==> src/rtl/bus_mux_pipe.sv <==
// Registered N-to-1 channel mux with a one-entry valid/ready output stage and a scan pointer.
// Optional out-of-range index flag (sel_err) enabled by defining BUS_MUX_PIPE_RANGE_CHK_EN.
module bus_mux_pipe #(
   parameter int WIDTH  = 16,
   parameter int NUM_IN = 16,
   parameter int SEL_W  = 4
) (
   input  logic                    clk,
   input  logic                    rst,
   input  logic [NUM_IN*WIDTH-1:0] in_bus,
   input  logic [SEL_W-1:0]        in_sel,
   input  logic                    scan_en,
   input  logic                    in_valid,
   output logic                    in_ready,
   output logic [WIDTH-1:0]        out_data,
   output logic [SEL_W-1:0]        out_sel,
   output logic                    out_valid,
   input  logic                    out_ready
`ifdef BUS_MUX_PIPE_RANGE_CHK_EN
   ,
   output logic                    sel_err
`endif
);

   localparam int               LP_DEPTH = 1 << SEL_W;
   localparam logic [SEL_W-1:0] LP_LAST  = SEL_W'(NUM_IN - 1);

   typedef enum logic {
      ST_EMPTY = 1'b0,
      ST_FULL  = 1'b1
   } state_t;

   state_t            r_state;
   state_t            w_state_next;
   logic [WIDTH-1:0]  r_data;
   logic [SEL_W-1:0]  r_sel;
   logic [SEL_W-1:0]  r_scan_ptr;
   logic [SEL_W-1:0]  w_idx;
   logic [SEL_W-1:0]  w_ptr_next;
   logic              w_capture;
   logic [WIDTH-1:0]  w_chan [LP_DEPTH];

   // Pad the channel table to the full index range so out-of-range indices read zero.
   generate
      for (genvar gi = 0; gi < LP_DEPTH; gi++) begin : g_chan
         if (gi < NUM_IN) begin : g_live
            assign w_chan[gi] = in_bus[gi*WIDTH +: WIDTH];
         end else begin : g_pad
            assign w_chan[gi] = '0;
         end
      end
   endgenerate

   assign out_valid  = (r_state == ST_FULL);
   assign in_ready   = !out_valid || out_ready;
   assign w_capture  = in_valid && in_ready;
   assign w_idx      = scan_en ? r_scan_ptr : in_sel;
   assign w_ptr_next = (r_scan_ptr == LP_LAST) ? '0 : r_scan_ptr + 1'b1;
   assign out_data   = r_data;
   assign out_sel    = r_sel;

   always_comb begin
      w_state_next = r_state;
      case (r_state)
         ST_EMPTY: if (w_capture) w_state_next = ST_FULL;
         ST_FULL: begin
            if (w_capture)      w_state_next = ST_FULL;
            else if (out_ready) w_state_next = ST_EMPTY;
         end
         default: w_state_next = ST_EMPTY;
      endcase
   end

   always_ff @(posedge clk or posedge rst) begin
      if (rst) begin
         r_state <= ST_EMPTY;
      end else begin
         r_state <= w_state_next;
      end
   end

   always_ff @(posedge clk or posedge rst) begin
      if (rst) begin
         r_data     <= '0;
         r_sel      <= '0;
         r_scan_ptr <= '0;
      end else if (w_capture) begin
         r_data <= w_chan[w_idx];
         r_sel  <= w_idx;
         if (scan_en) r_scan_ptr <= w_ptr_next;
      end
   end

`ifdef BUS_MUX_PIPE_RANGE_CHK_EN
   localparam logic [SEL_W:0] LP_NUM = (SEL_W + 1)'(NUM_IN);

   logic r_err;
   logic w_oob;

   assign w_oob   = ({1'b0, w_idx} >= LP_NUM);
   assign sel_err = r_err;

   always_ff @(posedge clk or posedge rst) begin
      if (rst) begin
         r_err <= 1'b0;
      end else if (w_capture) begin
         r_err <= w_oob;
      end
   end
`endif

endmodule

==> config.mk <==
export PLATFORM = sky130hd
export DESIGN_NAME = bus_mux_pipe
export DESIGN_NICKNAME = d
export VERILOG_FILES = /design/src/rtl/bus_mux_pipe.sv
export SDC_FILE = /design/constraint.sdc
export NUM_CORES = 1
export LEC_CHECK = 0
export CAP_MARGIN = 40
export CORE_AREA = 2 2 113 115
export CTS_CLUSTER_DIAMETER = 200
export CTS_CLUSTER_SIZE = 25
export DETAILED_ROUTE_END_ITERATION = 12
export DIE_AREA = 0 0 115 117
export GPL_ROUTABILITY_DRIVEN = 0
export HOLD_SLACK_MARGIN = 0.08
export PLACE_DENSITY = 0.85
export SLEW_MARGIN = 20
export SYNTH_ARGS = -nofsm -noshare
export SYNTH_HDL_FRONTEND = slang
export SYNTH_SLANG_ARGS = --single-unit
==> constraint.sdc <==
create_clock -name clk -period 1.5 [get_ports clk]
set_input_delay 0.3 -clock clk [delete_from_list [all_inputs] [get_ports clk]]
set_output_delay 0.3 -clock clk [all_outputs]
set_load 0.02 [all_outputs]
== Word-level counts from Yosys, hierarchy flattened ==
Index checks and enable logic that the tools add are counted.

* Bits in registers: 25
* Output and inout port bits: 22
* Logic and storage cells: 22

* Add/subtract/negate cells: 1
* $lt $le $gt $ge: 1
* Eq/ne operators: 1
* Muxes and demuxes: 9
* Bitwise logic cells: 2
* Reduce and logical (&&, ||, !) cells: 4

{| class="wikitable"
|+ Operators with widths
! kind !! number
|-
| $bmux 16 s4 || 1
|-
| $mux 16 || 2
|-
| $mux 4 || 2
|-
| $ge 5x5->1 const B || 1
|-
| $not 4->5 || 1
|-
| $add 4x1->4 const B || 1
|-
| $eq 4x4->1 const B || 1
|-
| $mux 1 || 3
|-
| $pmux 1 s2 || 1
|-
| $reduce_and 2->1 || 1
|-
| $logic_and 1x1->1 || 1
|-
| $logic_not 1->1 || 1
|-
| $logic_or 1x1->1 || 1
|-
| $not 1->1 || 1
|}

== Depth between registers and ports, before layout ==
* Word-level depth: 5
* Depth in mapped cells: 8

== Least setup slack after synthesis ==
No wires, ideal clock.

* Path type: reg-to-reg
* Start point: reg r_state, in the netlist out_valid
* End point: reg r_data[10], in the netlist out_data[10]
* Data arrival time: 1.704 ns
* Data required time: 1.430 ns
* Slack: -0.273 ns
* Cell stages (with the launch flop): 7
* Buffers on the path: 1
* Path through: dfrtp_1 -> nand2b_1 -> nand2_1 -> nor2_1 -> clkbuf_1 -> o2111ai_1 -> nand3_1

* Longest elaborated chain between the ends: 3

{| class="wikitable"
|+ RTL lines
! element !! RTL line !! RTL
|-
| from (decl) || 33 || <nowiki>state_t r_state;</nowiki>
|-
| from (signal assigned) || 78 || <nowiki>r_state <= w_state_next;</nowiki>
|-
| $logic_not 1->1 || 55 || <nowiki>assign in_ready = !out_valid || out_ready;</nowiki>
|-
| $logic_or 1x1->1 || 55 ||
|-
| via in_ready || 14 || <nowiki>output logic in_ready,</nowiki>
|-
| $logic_and 1x1->1 || 56 || <nowiki>assign w_capture = in_valid && in_ready;</nowiki>
|-
| to (signal assigned) || 88 || <nowiki>r_data <= w_chan[w_idx];</nowiki>
|-
| to (decl) || 35 || <nowiki>logic [WIDTH-1:0] r_data;</nowiki>
|}

The timed path passes the listed nets, and every way through them passes these cells.
A chain may end at the register's enable or synchronous reset.

== Worst setup path after layout ==
* Start point: reg r_scan_ptr[1]
* End point: reg r_data[12], in the netlist out_data[12]

* Longest elaborated chain between the ends: 5

{| class="wikitable"
|+ RTL lines
! element !! RTL line !! RTL
|-
| from (decl) || 37 || <nowiki>logic [SEL_W-1:0] r_scan_ptr;</nowiki>
|-
| from (signal assigned) || 90 || <nowiki>if (scan_en) r_scan_ptr <= w_ptr_next;</nowiki>
|-
| $mux 4 || 57 || <nowiki>assign w_idx = scan_en ? r_scan_ptr : in_sel;</nowiki>
|-
| $not 4->5 (not written as such) || 88 ||
|-
| $bmux 16 s4 || 88 ||
|-
| $mux 16 (not written as such) (2 in series) || 88 ||
|}

Every way passes these cells. The select of a mux whose other input is x is not followed.

==> reports/qor.csv <==
metric,value,unit
Final period util,1.24,
cell accounting for the most synthesized area,mux2i_1,
via count,4814,
Root Buffer,clkbuf_16,
total gr overflow,0,
H-tree Lvls,1,
1st-iter DRT viols,260,
Area after DPL,6800,sq um
drt total wl,17700,microns
Crit path arrival time,2.05,ns
register area share after synthesis,0.186,
post-synthesis cell area,3370,sq um
final core occ,0.590,
layout filler cell count,1077,
largest net degree at the start of global routing,29,
vias in the first global route,4816,
Post-DRT Antenna Nets,0,
Clock Sinks,25,
Max Clock Skew,0.0103,ns
post-place setup slack,-0.970,ns
detail-routed net length per standard cell,19.1,microns
Seq cells post-synth,25,
initial antenna violation count,0,
Ys Warns,0,
HP Class,input pin to asynchronous set/reset pin,
Setup crit end kind,register,
fraction of layout cells with a size suffix above 1,0.158,
final setup fails,16,
ranking of synthesized cells by area,"mux2i_1 28%, dfrtp_1 19%, nand2_1 16%, nand3_1 11%, o2111ai_1 7.0%",
CP max stage delay,0.41,ns
hold_buf cts,0,
first-pass GRT wire length,24800,microns
Sw Share,0.427,
crit path capture,out_data[12]$_DFFE_PP0P_,
PD cells,1010,nW/um^2
failing checks,negative setup slack,
Synth Flop Type,dfrtp_1,
final worst setup slack,-0.363,ns
finished layout cell area,7270,sq um
Flop pwr share,0.152,
most frequent CP cell,mux2i_1,
chip height,117,microns
Post-Syn Instances,450,
Num CTS Buffers,3,
Setup TNS,-4.31,ns
vias per cell,5.18,
RSZ-0062 raised after global routing,yes,
Relative slew margins,0.673,
number of synthesized flops with an enable pin,0,
die area,13500,sq um
Startpoint Class,register,
"setup slack, reg-to-reg",-0.36,ns
worst-path cell chain,"mux2_4, buf_12, buf_12, mux2i_1, mux2i_1, mux2i_1, o221ai_1",
RR Endpoint,out_data[12]$_DFFE_PP0P_,
Final nets,1045,
Synth top area share,0.282,
drt drc,0,
reg2reg path depth,7,
"FFs w/ async S/R, synth",1.00,
crit path max fanout,11,
combinational share of power,0.760,
WP depth,7,
Rows,41,
top-count cell post-synth,nand2_1,
RR Startpoint,r_scan_ptr[1]$_DFFE_PP0P_,
post-synth cell types,32,
post-route insts no fill,929,
worst skew pair latency,0.27,ns
hpwl dp,13600,microns
Cells after DPL,908,
"delay-heaviest family, CP",multiplexers,
Worst Tran Pin Value,0.489,ns
total of max-cap violations,0,
Die Wd,115,microns
Layout area overhead,115,%
Max Buffers Root-to-Sink,2,
DRT Pass-1 Iters,5,
Max Slew Vio Count,0,
clk slew on worst S/H paths,0.08,ns
synthesized area per cell,7.49,sq um
VDD IR max,0.471,mV
"Slowest-stage cell, CP",dfrtp_1,
Int Pwr,4.22,mW
IO Port Bufs,286,
Max Clk Rate,537,MHz
Clk network pwr share,0.088,
Worst Path Buf+Inv,2,
leakage power,3.21,nW
syn nets,716,
Final Power,7.36,mW
Ports,287,
commonest cells in the synthesized netlist,"148 x nand2_1, 95 x mux2i_1, 75 x nand3_1",
CORE AREA,12300,sq um
worst setup path start,r_scan_ptr[1]$_DFFE_PP0P_,
TritonCTS clock tree,built,
final hold violations,0,
total track usage,0.240,
sw power,3.15,mW
Tmin final,1.86,ns
WP data required,1.68,ns
status,"complete, but fails checks",
Hold WS,0.402,ns
Worst Setup Path Type,register to register,
Starting Density,0.274,
## power by group through the flow
stage	Sequential (mW)	Clock [mW]	Combinational [mW]
2_1_floorplan	1.39	0	2.31
3_3_place_gp	1.12	0	4.93
3_5_place_dp	1.12	0	5.00
4_1_cts	1.11	0.670	5.29
5_1_grt	1.15	0.691	5.95
6_report	1.12	0.647	5.60
## worst register-to-register path: stages (launching register included)
cell      delay, ns
dfrtp_1        0.41
mux2_4         0.37
buf_12         0.16
buf_12         0.14
mux2i_1        0.14
mux2i_1        0.23
mux2i_1        0.12
o221ai_1       0.20
## sequential cells by signal, indices dropped and copies added (netlist names)
name        cells
out_data       16
out_sel         4
out_valid       1
r_scan_ptr      4
## metal layers
metal  part of all wire  track usage  routed length [microns]  up-vias
li1                   -            -                        -     2282
met1               0.40        0.282                     7000     2242
met2               0.50        0.440                     8800      263
met3              0.089       0.0494                     1580       27
met4              0.019       0.0731                      332        0
met5                  0            0                        0        -
## kinds of logic after synthesis
family,count (synthesis),share of synthesized area
and+or+nand+nor,235,0.298
muxes,103,0.327
buffers and inverters,43,0.0727
AOI/OAI and AO/OA,42,0.111
DFF,25,0.186
xor gates and xnor gates,1,0.00260
adders and majority gates,1,0.00371
## worst min-delay path by stage
| stage | start | endpoint | slack (ns) | cells past startpoint |
|---|---|---|---|---|
| 2_1_floorplan | rst | out_data[0]$_DFFE_PP0P_ | 0.33 | 1 |
| 3_3_place_gp | out_data[8]$_DFFE_PP0P_ | out_data[8]$_DFFE_PP0P_ | 0.46 | 2 |
| 3_5_place_dp | out_data[4]$_DFFE_PP0P_ | out_data[4]$_DFFE_PP0P_ | 0.47 | 2 |
| 4_1_cts | rst | out_sel[2]$_DFFE_PP0P_ | 0.42 | 3 |
| 5_1_grt | rst | out_sel[2]$_DFFE_PP0P_ | 0.46 | 3 |
| 6_report | rst | out_data[15]$_DFFE_PP0P_ | 0.40 | 3 |
## placed cells by master, fill, tap and decap left out, types with 2 or more instances in the layout
cell             instances
buf_12                  12
nand2b_1                 2
mux2i_4                  5
inv_1                    4
dlygate4sd2_1           24
clkbuf_16                5
nand2_1                147
mux2i_1                 88
buf_6                    2
a21oi_1                  3
mux2i_2                  5
nor2_1                   2
o221ai_1                 2
clkdlybuf4s50_1        260
nand3_2                  6
buf_16                   3
nand3_1                 69
buf_4                   58
o32ai_2                  2
o2111ai_1               18
mux4_2                   3
o21ai_0                  3
o2111ai_2                9
nand3b_1                 2
dfrtp_1                 24
## layout make-up
type,instances,area (sq um),area share
inverters,4,15.0,0.00207
multi-input cells,382,2670,0.367
clock buffers,3,75.1,0.0103
well taps,150,188,0.0258
repair buffers,363,3680,0.507
diodes,1,2.50,0.000344
flip-flops and latches,25,627,0.0863
clock inverters,1,8.76,0.00121
## repair_timing
item | in CTS | in global routing
setup endpoints to repair | 43 | 20
pin swaps | 5 | 7
cloned | 4 | 2
buffers inserted | 7 | 3
gates resized for setup | 47 | 22
No activity file was read; power rests on OpenSTA's default activity.
